<file path="config.mk">
export PLATFORM = sky130hd
export DESIGN_NAME = eprisc_rom_arbiter
export DESIGN_NICKNAME = d
export VERILOG_FILES = /design/src/rtl/eprisc_rom_arb_pkg.sv /design/src/rtl/eprisc_rom_arb_pick.sv /design/src/rtl/eprisc_rom_arbiter.sv
export SDC_FILE = /design/constraint.sdc
export NUM_CORES = 1
export LEC_CHECK = 0
export BUFFER_PORTS_ARGS = -buffer_cell sky130_fd_sc_hd__buf_4
export CORE_MARGIN = 4
export CORE_UTILIZATION = 50
export CTS_CLUSTER_DIAMETER = 50
export DETAILED_ROUTE_END_ITERATION = 10
export PLACE_DENSITY_LB_ADDON = 0.3
export SYNTH_ARGS = -nofsm -noshare
export SYNTH_HDL_FRONTEND = slang
export SYNTH_SLANG_ARGS = --single-unit
</file>
<file path="constraint.sdc">
create_clock -name iClk -period 2.3 [get_ports iClk]
set_input_delay 0 -clock iClk [delete_from_list [all_inputs] [get_ports iClk]]
set_output_delay 0 -clock iClk [all_outputs]
set_load 0.02 [all_outputs]
</file>
<file path="src/rtl/eprisc_rom_arb_pkg.sv">
// Shared types and constants for the boot-ROM arbiter: FSM states, requester IDs and
// default geometry of the 256x32 ROM.
package eprisc_rom_arb_pkg;

  localparam int unsigned AddrWDefault = 8;
  localparam int unsigned DataWDefault = 32;

  localparam logic GNT_FETCH = 1'b0;
  localparam logic GNT_BUS   = 1'b1;

  typedef enum logic [1:0] {
    StIdle,
    StAddr,
    StData,
    StDone
  } state_e;

endpackage

</file>
<file path="src/rtl/eprisc_rom_arb_pick.sv">
// Combinational 2-way picker between the fetch and bus requesters.
// EPRISC_ROM_ARB_RR_EN selects round-robin on ties; otherwise fetch has fixed priority.
module eprisc_rom_arb_pick
  import eprisc_rom_arb_pkg::*;
(
  input  logic iFetchReq,
  input  logic iBusReq,
  input  logic iLastGrant,
  output logic oWinner,
  output logic oValid
);

`ifdef EPRISC_ROM_ARB_RR_EN
  always_comb begin
    oValid  = iFetchReq | iBusReq;
    oWinner = GNT_FETCH;
    if (iFetchReq && iBusReq) begin
      // Tie goes to whichever port did not win last time.
      oWinner = ~iLastGrant;
    end else if (iBusReq) begin
      oWinner = GNT_BUS;
    end
  end
`else
  logic unusedLastGrant;
  assign unusedLastGrant = iLastGrant;

  always_comb begin
    oValid  = iFetchReq | iBusReq;
    oWinner = GNT_FETCH;
    if (!iFetchReq && iBusReq) begin
      oWinner = GNT_BUS;
    end
  end
`endif

endmodule

</file>
<file path="src/rtl/eprisc_rom_arbiter.sv">
// Shares the boot ROM's single synchronous-read port between instruction fetch and the
// system bus. Define EPRISC_ROM_ARB_RR_EN for round-robin arbitration on simultaneous requests.
module eprisc_rom_arbiter
  import eprisc_rom_arb_pkg::*;
#(
  parameter int unsigned ADDR_W = AddrWDefault,
  parameter int unsigned DATA_W = DataWDefault
) (
  input  logic              iClk,
  input  logic              iReset,
  input  logic              iFetchReq,
  input  logic [ADDR_W-1:0] iFetchAddr,
  output logic              oFetchAck,
  output logic [DATA_W-1:0] oFetchData,
  input  logic              iBusReq,
  input  logic [ADDR_W-1:0] iBusAddr,
  output logic              oBusAck,
  output logic [DATA_W-1:0] oBusData,
  output logic [ADDR_W-1:0] oRomAddr,
  output logic              oRomEnable,
  input  logic [DATA_W-1:0] iRomData,
  output logic              oBusy
);

  state_e            stateQ, stateD;
  logic              grantQ, grantD;
  logic [ADDR_W-1:0] romAddrQ, romAddrD;
  logic              romEnQ, romEnD;
  logic              fetchAckQ, fetchAckD;
  logic              busAckQ, busAckD;
  logic [DATA_W-1:0] fetchDataQ, fetchDataD;
  logic [DATA_W-1:0] busDataQ, busDataD;

  logic lastGrant;
  logic pickWinner;
  logic pickValid;

`ifdef EPRISC_ROM_ARB_RR_EN
  logic lastGrantQ, lastGrantD;
  assign lastGrant = lastGrantQ;
`else
  assign lastGrant = GNT_BUS;
`endif

  eprisc_rom_arb_pick uPick (
    .iFetchReq (iFetchReq),
    .iBusReq   (iBusReq),
    .iLastGrant(lastGrant),
    .oWinner   (pickWinner),
    .oValid    (pickValid)
  );

  always_comb begin
    stateD     = stateQ;
    grantD     = grantQ;
    romAddrD   = romAddrQ;
    romEnD     = romEnQ;
    fetchAckD  = 1'b0;
    busAckD    = 1'b0;
    fetchDataD = fetchDataQ;
    busDataD   = busDataQ;
`ifdef EPRISC_ROM_ARB_RR_EN
    lastGrantD = lastGrantQ;
`endif
    unique case (stateQ)
      StIdle: begin
        if (pickValid) begin
          grantD   = pickWinner;
          romAddrD = (pickWinner == GNT_BUS) ? iBusAddr : iFetchAddr;
          romEnD   = 1'b1;
          stateD   = StAddr;
`ifdef EPRISC_ROM_ARB_RR_EN
          lastGrantD = pickWinner;
`endif
        end
      end
      // ROM samples oRomAddr at the end of this cycle.
      StAddr: stateD = StData;
      StData: begin
        if (grantQ == GNT_BUS) begin
          busDataD = iRomData;
          busAckD  = 1'b1;
        end else begin
          fetchDataD = iRomData;
          fetchAckD  = 1'b1;
        end
        romEnD = 1'b0;
        stateD = StDone;
      end
      StDone: stateD = StIdle;
      default: stateD = StIdle;
    endcase
  end

  always_ff @(posedge iClk) begin
    if (iReset) begin
      stateQ     <= StIdle;
      grantQ     <= GNT_FETCH;
      romAddrQ   <= '0;
      romEnQ     <= 1'b0;
      fetchAckQ  <= 1'b0;
      busAckQ    <= 1'b0;
      fetchDataQ <= '0;
      busDataQ   <= '0;
`ifdef EPRISC_ROM_ARB_RR_EN
      lastGrantQ <= GNT_BUS;
`endif
    end else begin
      stateQ     <= stateD;
      grantQ     <= grantD;
      romAddrQ   <= romAddrD;
      romEnQ     <= romEnD;
      fetchAckQ  <= fetchAckD;
      busAckQ    <= busAckD;
      fetchDataQ <= fetchDataD;
      busDataQ   <= busDataD;
`ifdef EPRISC_ROM_ARB_RR_EN
      lastGrantQ <= lastGrantD;
`endif
    end
  end

  assign oFetchAck  = fetchAckQ;
  assign oFetchData = fetchDataQ;
  assign oBusAck    = busAckQ;
  assign oBusData   = busDataQ;
  assign oRomAddr   = romAddrQ;
  assign oRomEnable = romEnQ;
  assign oBusy      = (stateQ != StIdle);

  assert property (@(posedge iClk) disable iff (iReset) !(fetchAckQ && busAckQ));
  assert property (@(posedge iClk) disable iff (iReset)
                   romEnQ == ((stateQ == StAddr) || (stateQ == StData)));

endmodule
</file>
After elaboration in Yosys (flattened, before gate mapping)
Index checks and enable logic that the tools add are counted.
{"block": "classes", "eq_ne": 4, "mux": 8, "n_reduce_logical": 10, "bitwise": 3}
{"cell": "two-way mux 8 bit", "count": 1}
{"cell": "case mux 2 bit (4 select lines)", "count": 1}
{"cell": "AND reduction 2 bit", "count": 4}
{"cell": "== test 2 bit, second input constant", "count": 2}
{"cell": "two-way mux 1 bit", "count": 4}
{"cell": "nonzero test 2 bit", "count": 2}
{"cell": "== test 2 x 1 -> 1 bit, second input constant", "count": 1}
{"cell": "logical NOT 2 bit", "count": 1}
{"cell": "two-way mux 2 bit", "count": 1}
{"cell": "inequality test 2 bit, second input constant", "count": 1}
{"cell": "NOT 1 bit", "count": 2}
{"cell": "case mux 1 bit (2 select lines)", "count": 1}
{"cell": "OR reduction 2 bit", "count": 1}
{"cell": "logical AND 1 bit", "count": 1}
{"cell": "logical NOT 1 bit", "count": 1}
{"cell": "OR 1 bit", "count": 1}
{"block": "word_totals", "elab_cells": 33, "regBits": 78, "inputBits": 52, "out_inout_bits": 76}

Depth between registers and ports, before layout
{"block": "logic_depth", "depth_word": 4, "depth_mapped": 7, "depth_no_buf": 5}

Hierarchy
Synthesis repeated with hierarchy kept, for this count alone.
{"block": "unflattened", "hier_cells": 349, "hier_area_um2": 2959.1}
{"mod": "eprisc_rom_arbiter", "n_inst": 1, "cells_per_inst": 347, "seq_area_each_um2": 1561.5, "area_each_um2": 2946.6}
{"mod": "eprisc_rom_arb_pick", "n_inst": 1, "cells_per_inst": 2, "seq_area_each_um2": 0.0, "area_each_um2": 12.5}

Worst setup path before layout
Ideal clock, no wire load.
{"block": "synth_path", "path_kind": "register -> register", "start": "register stateQ[0]", "end": "register romEnQ, in the netlist oRomEnable", "required_time_ns": 2.167, "period_less_slack_ns": 1.436, "setup_ns": 0.133, "path_buffers": 1, "t_arrival_ns": 1.303, "stages_incl_launch_ff": 7, "path_slack_ns": 0.864, "cell_sequence": "dfxtp_1 > inv_1 > ha_1 > or3b_1 > buf_2 > a21oi_1 > a311oi_2"}
{"block": "synth_between", "elab_chain_cells": 3, "word_cells_on_any_way": 6, "classes_between": "eq/ne (2); mux (1); reduce/logical (3)"}
{"item": "from (decl)", "line_no": "eprisc_rom_arbiter.sv:25", "text": "state_e stateQ, stateD;"}
{"item": "from (signal assigned)", "line_no": "eprisc_rom_arbiter.sv:97", "text": "stateQ <= StIdle;"}
{"item": "from (signal assigned)", "line_no": "eprisc_rom_arbiter.sv:109", "text": "stateQ <= stateD;"}
{"item": "== test 2 bit / logical NOT 2 bit (equally long branches)", "line_no": "eprisc_rom_arbiter.sv:65", "text": "unique case (stateQ)"}
{"item": "nonzero test 2 bit (no line) / inequality test 2 bit (equally long branches)"}
{"item": "AND reduction 2 bit (no line)"}
{"item": "to (signal assigned)", "line_no": "eprisc_rom_arbiter.sv:112", "text": "romEnQ <= romEnD;"}
{"item": "to (decl)", "line_no": "eprisc_rom_arbiter.sv:28", "text": "logic romEnQ, romEnD;"}
Parallel ways exist; a longest one is shown, timed or not.
A chain may end at the register's enable or synchronous reset.

Worst setup path after layout
{"block": "layout_path", "start": "register stateQ[0]", "end": "register fetchDataQ[29], in the netlist oFetchData[29]"}
{"block": "layout_between", "elab_chain_cells": 2}
{"item": "== test 2 bit", "line_no": "eprisc_rom_arbiter.sv:65"}
{"item": "AND reduction 2 bit (no line)"}
{"item": "to (signal assigned)", "line_no": "eprisc_rom_arbiter.sv:115", "text": "fetchDataQ <= fetchDataD;"}
{"item": "to (decl)", "line_no": "eprisc_rom_arbiter.sv:31", "text": "logic [DATA_W-1:0] fetchDataQ, fetchDataD;"}
Every way passes these cells.

==> impl_metrics.csv <==
group,metric,value,unit
synthesis,syn_area,2869,um2
routing,drt_pre_antenna_iters,5,
final_layout,drive_above_1_share,0.2948,
clocking,ctsResizeCount,0,
sta,fin_setup_tns,0,ns
place,placed_area,3835,um2
setup_path,slowest_delay,0.45,ns
synthesis,avgSynthCellArea,8.268,um2
setup_path,rr_endpoint,"oFetchData[29]",
synthesis,ys_ff_latch,78,
hold_path,worstHoldPathCells,3,
global_route,grt_pass1_vias,2889,
setup_path,path_delay_family,"simple AND/OR/NAND/NOR gates",
setup_path,cp_num_buf_inv,2,
final_layout,antenna_cells,0,
routing,drt-initial-drc-count,138,
place,dp_hpwl,5.271,mm
synthesis,syn-instance-count,347,
run,maxCapViolCount,0,
floorplan,die_w,83.75,um
setup_path,reg2reg_depth,6,
sta,drv_slew,0,
setup_path,cpMaxStageDelayCell,"nor2b_2",
setup_path,crit_chain,"inv_1, ha_1, nor2b_2, buf_12, nand2_1, a21oi_1",
setup_path,cp-endpoint,"oFetchData[29]",
final_layout,final_area,4437,um2
power_and_ir_drop,power_density,1005,nW/um2
global_route,grt-ovfl-total,0,
clocking,clock_latency,0.33,ns
global_route,grt_use_total,0.2356,
setup_path,start_kind,"flip-flop",
final_layout,fillers,372,
clocking,clockBufferDepth,2,
clocking,clock-sinks,78,
sta,tightest_slew,0.7797,ns
sta,hold_viol_final,0,
synthesis,synth_cell_types,19,
hold_path,hold_path_class,"primary input to flip-flop",
clocking,cts-root-buf,"clkbuf_8",
setup_path,cp.depth,6,
setup_path,reg2reg_slack,0.60,ns
setup_path,critPathMaxFanout,25,
global_route,grt_max_degree,79,
setup_path,worstPathRequired,2.55,ns
power_and_ir_drop,worst_ir_drop_vdd,0.6851,mV
place,placement.io_buffers,127,
setup_path,rr_startpoint,"stateQ[0]",
final_layout,layout_common_cells,"nand2_1, buf_4, dfxtp_1, a21oi_1, dlygate4sd3_1",
setup_path,cp-startpoint,"stateQ[0]",
sta,fin_crit,1.702,ns
place,dp_cells,524,
routing,wl_per_cell,14.19,um
routing,num_vias,2847,
clocking,htreeDepth,3,
power_and_ir_drop,p_leak,1.920,nW
sta,timing.final.ws_setup,0.5980,ns
setup_path,worst_setup_path_end_kind,"flip-flop",
clocking,clkTransAtPathRegs,0.08,ns
global_route,antenna_found_initial,0,
final_layout,num-nets-final,554,
floorplan,num_io_pins,128,
routing,wl,8.147,mm
synthesis,yosysSeqAreaShare,0.5443,
sta,clock_skew,0.008503,ns
clocking,numCtsBuffers,9,
clocking,cts_tree,"built",
floorplan,start_util,0.5178,
setup_path,crit_arrival,1.95,ns
routing,drc_errors,0,
floorplan,core-area,5540,um2
sta,fin_crit_sh,0.7400,
sta,slew_headroom,0.4802,
floorplan,fp-row-count,27,
final_layout,area_delta_synth_final,54.64,%
floorplan,die_h,83.75,um
place,post-place-ws,0.6342,ns
sta,setup_viol,0,
routing,viasPerCell,4.960,
global_route,grt_pass1_wl,13.50,mm
final_layout,fin_cells,574,
setup_path,crit_type,"flip-flop to flip-flop",
synthesis,synth_warnings,0,
sta,rsz0062_at_grt,"no",
sta,max_freq,0.5875,GHz
synthesis,synthesis.nets,403,
place,gp_congestion,0.7088,
floorplan,dieArea,7014,um2
run_status,status,"finished, final reports clean",
routing,antenna_left,0,
[routing by layer]
metal	global-route usage	routed length, um	vias to the layer above
met5	0	0	-
met3	0.07009	493	16
met2	0.4143	4226	111
li1	-	-	1425
met4	0.09503	210	0
met1	0.2649	3217	1295
[sequential cells by signal (all words and copies together) (netlist names)]
register,cells
stateQ,2
oBusAck,1
oBusData,32
oFetchAck,1
oRomEnable,1
oFetchData,32
oRomAddr,8
grantQ,1
[synth_stat cells, drive strengths merged]
library cell | instances | area, um2
dfxtp | 78 | 1562
o21a | 1 | 7.510
clkbuf | 14 | 72.57
nor2 | 13 | 48.80
buf | 13 | 82.58
or2 | 1 | 6.260
a21oi | 66 | 330.3
ha | 4 | 50.05
and2 | 1 | 6.260
nor2b | 1 | 6.260
a311oi | 1 | 15.01
nand2 | 129 | 484.2
mux2i | 9 | 90.09
a211oi | 10 | 75.07
nand2b | 2 | 12.51
or3b | 1 | 8.760
inv | 3 | 11.26
[final cells by class]
class | count | area, um2 | area share
sequential | 78 | 1562 | 0.3519
timing repair buffer | 167 | 1379 | 0.3108
multi-input combinational | 239 | 1144 | 0.2578
clock buffer | 11 | 131.4 | 0.02961
clock inverter | 4 | 120.1 | 0.02707
tap | 72 | 90.09 | 0.02030
inverter | 3 | 11.26 | 0.002538
[worst register-to-register path: cells and delay by family (launching register included)]
kind | cells | cell delay (ns)
flops | 1 | 0.31
compound gates | 1 | 0.16
simple gates | 2 | 0.54
buf+inv | 2 | 0.35
fa+ha+maj | 1 | 0.25
[where the power goes]
group	switching (W)	internal, W
sequential	0.000125	0.00157
combinational	0.000842	0.000629
clock	0.000464	0.000827
[worst min-delay path by stage]
stage | slack [ns] | end | startpoint
finish | 0.01 | oRomAddr[4] | iBusAddr[4]
global placement | 0.20 | grantQ | iFetchReq
global route | 0.0004 | oRomAddr[5] | iBusAddr[5]
CTS | 0.0008 | oRomAddr[4] | iBusAddr[4]
detailed placement | 0.21 | grantQ | iFetchReq
floorplan | 0.09 | grantQ | iFetchReq
[through the flow]
step,power [W],hold WS (ns),utilization
floorplan,0.002576,0.09465,-
global placement,0.003093,0.2032,0.6922
detailed placement,0.003147,0.2083,0.6922
CTS,0.004484,0.0007839,0.7990
global route,0.004712,0.0004144,0.8008
finish,0.004458,0.01272,0.8008
[kinds of logic (layout without fill, tap and decap cells)]
family | count (synthesis) | after routing | share of synthesized area
AND/OR/NAND/NOR | 148 | 148 | 0.1997
AO/OA/AOI/OAI | 78 | 78 | 0.1491
flip-flops | 78 | 78 | 0.5443
buffers and inverters | 30 | 185 | 0.05800
multiplexers | 9 | 9 | 0.03140
adder cells (fa/ha/maj) | 4 | 4 | 0.01745
[timing repair]
| action | 4_1_cts | 5_1_grt |
|---|---|---|
| hold buffers | 34 | 1 |
| hold endpoints to repair | 65 | 1 |
| setup buffers | 0 | 0 |
Note: power is estimated with default switching activity, not from simulation.
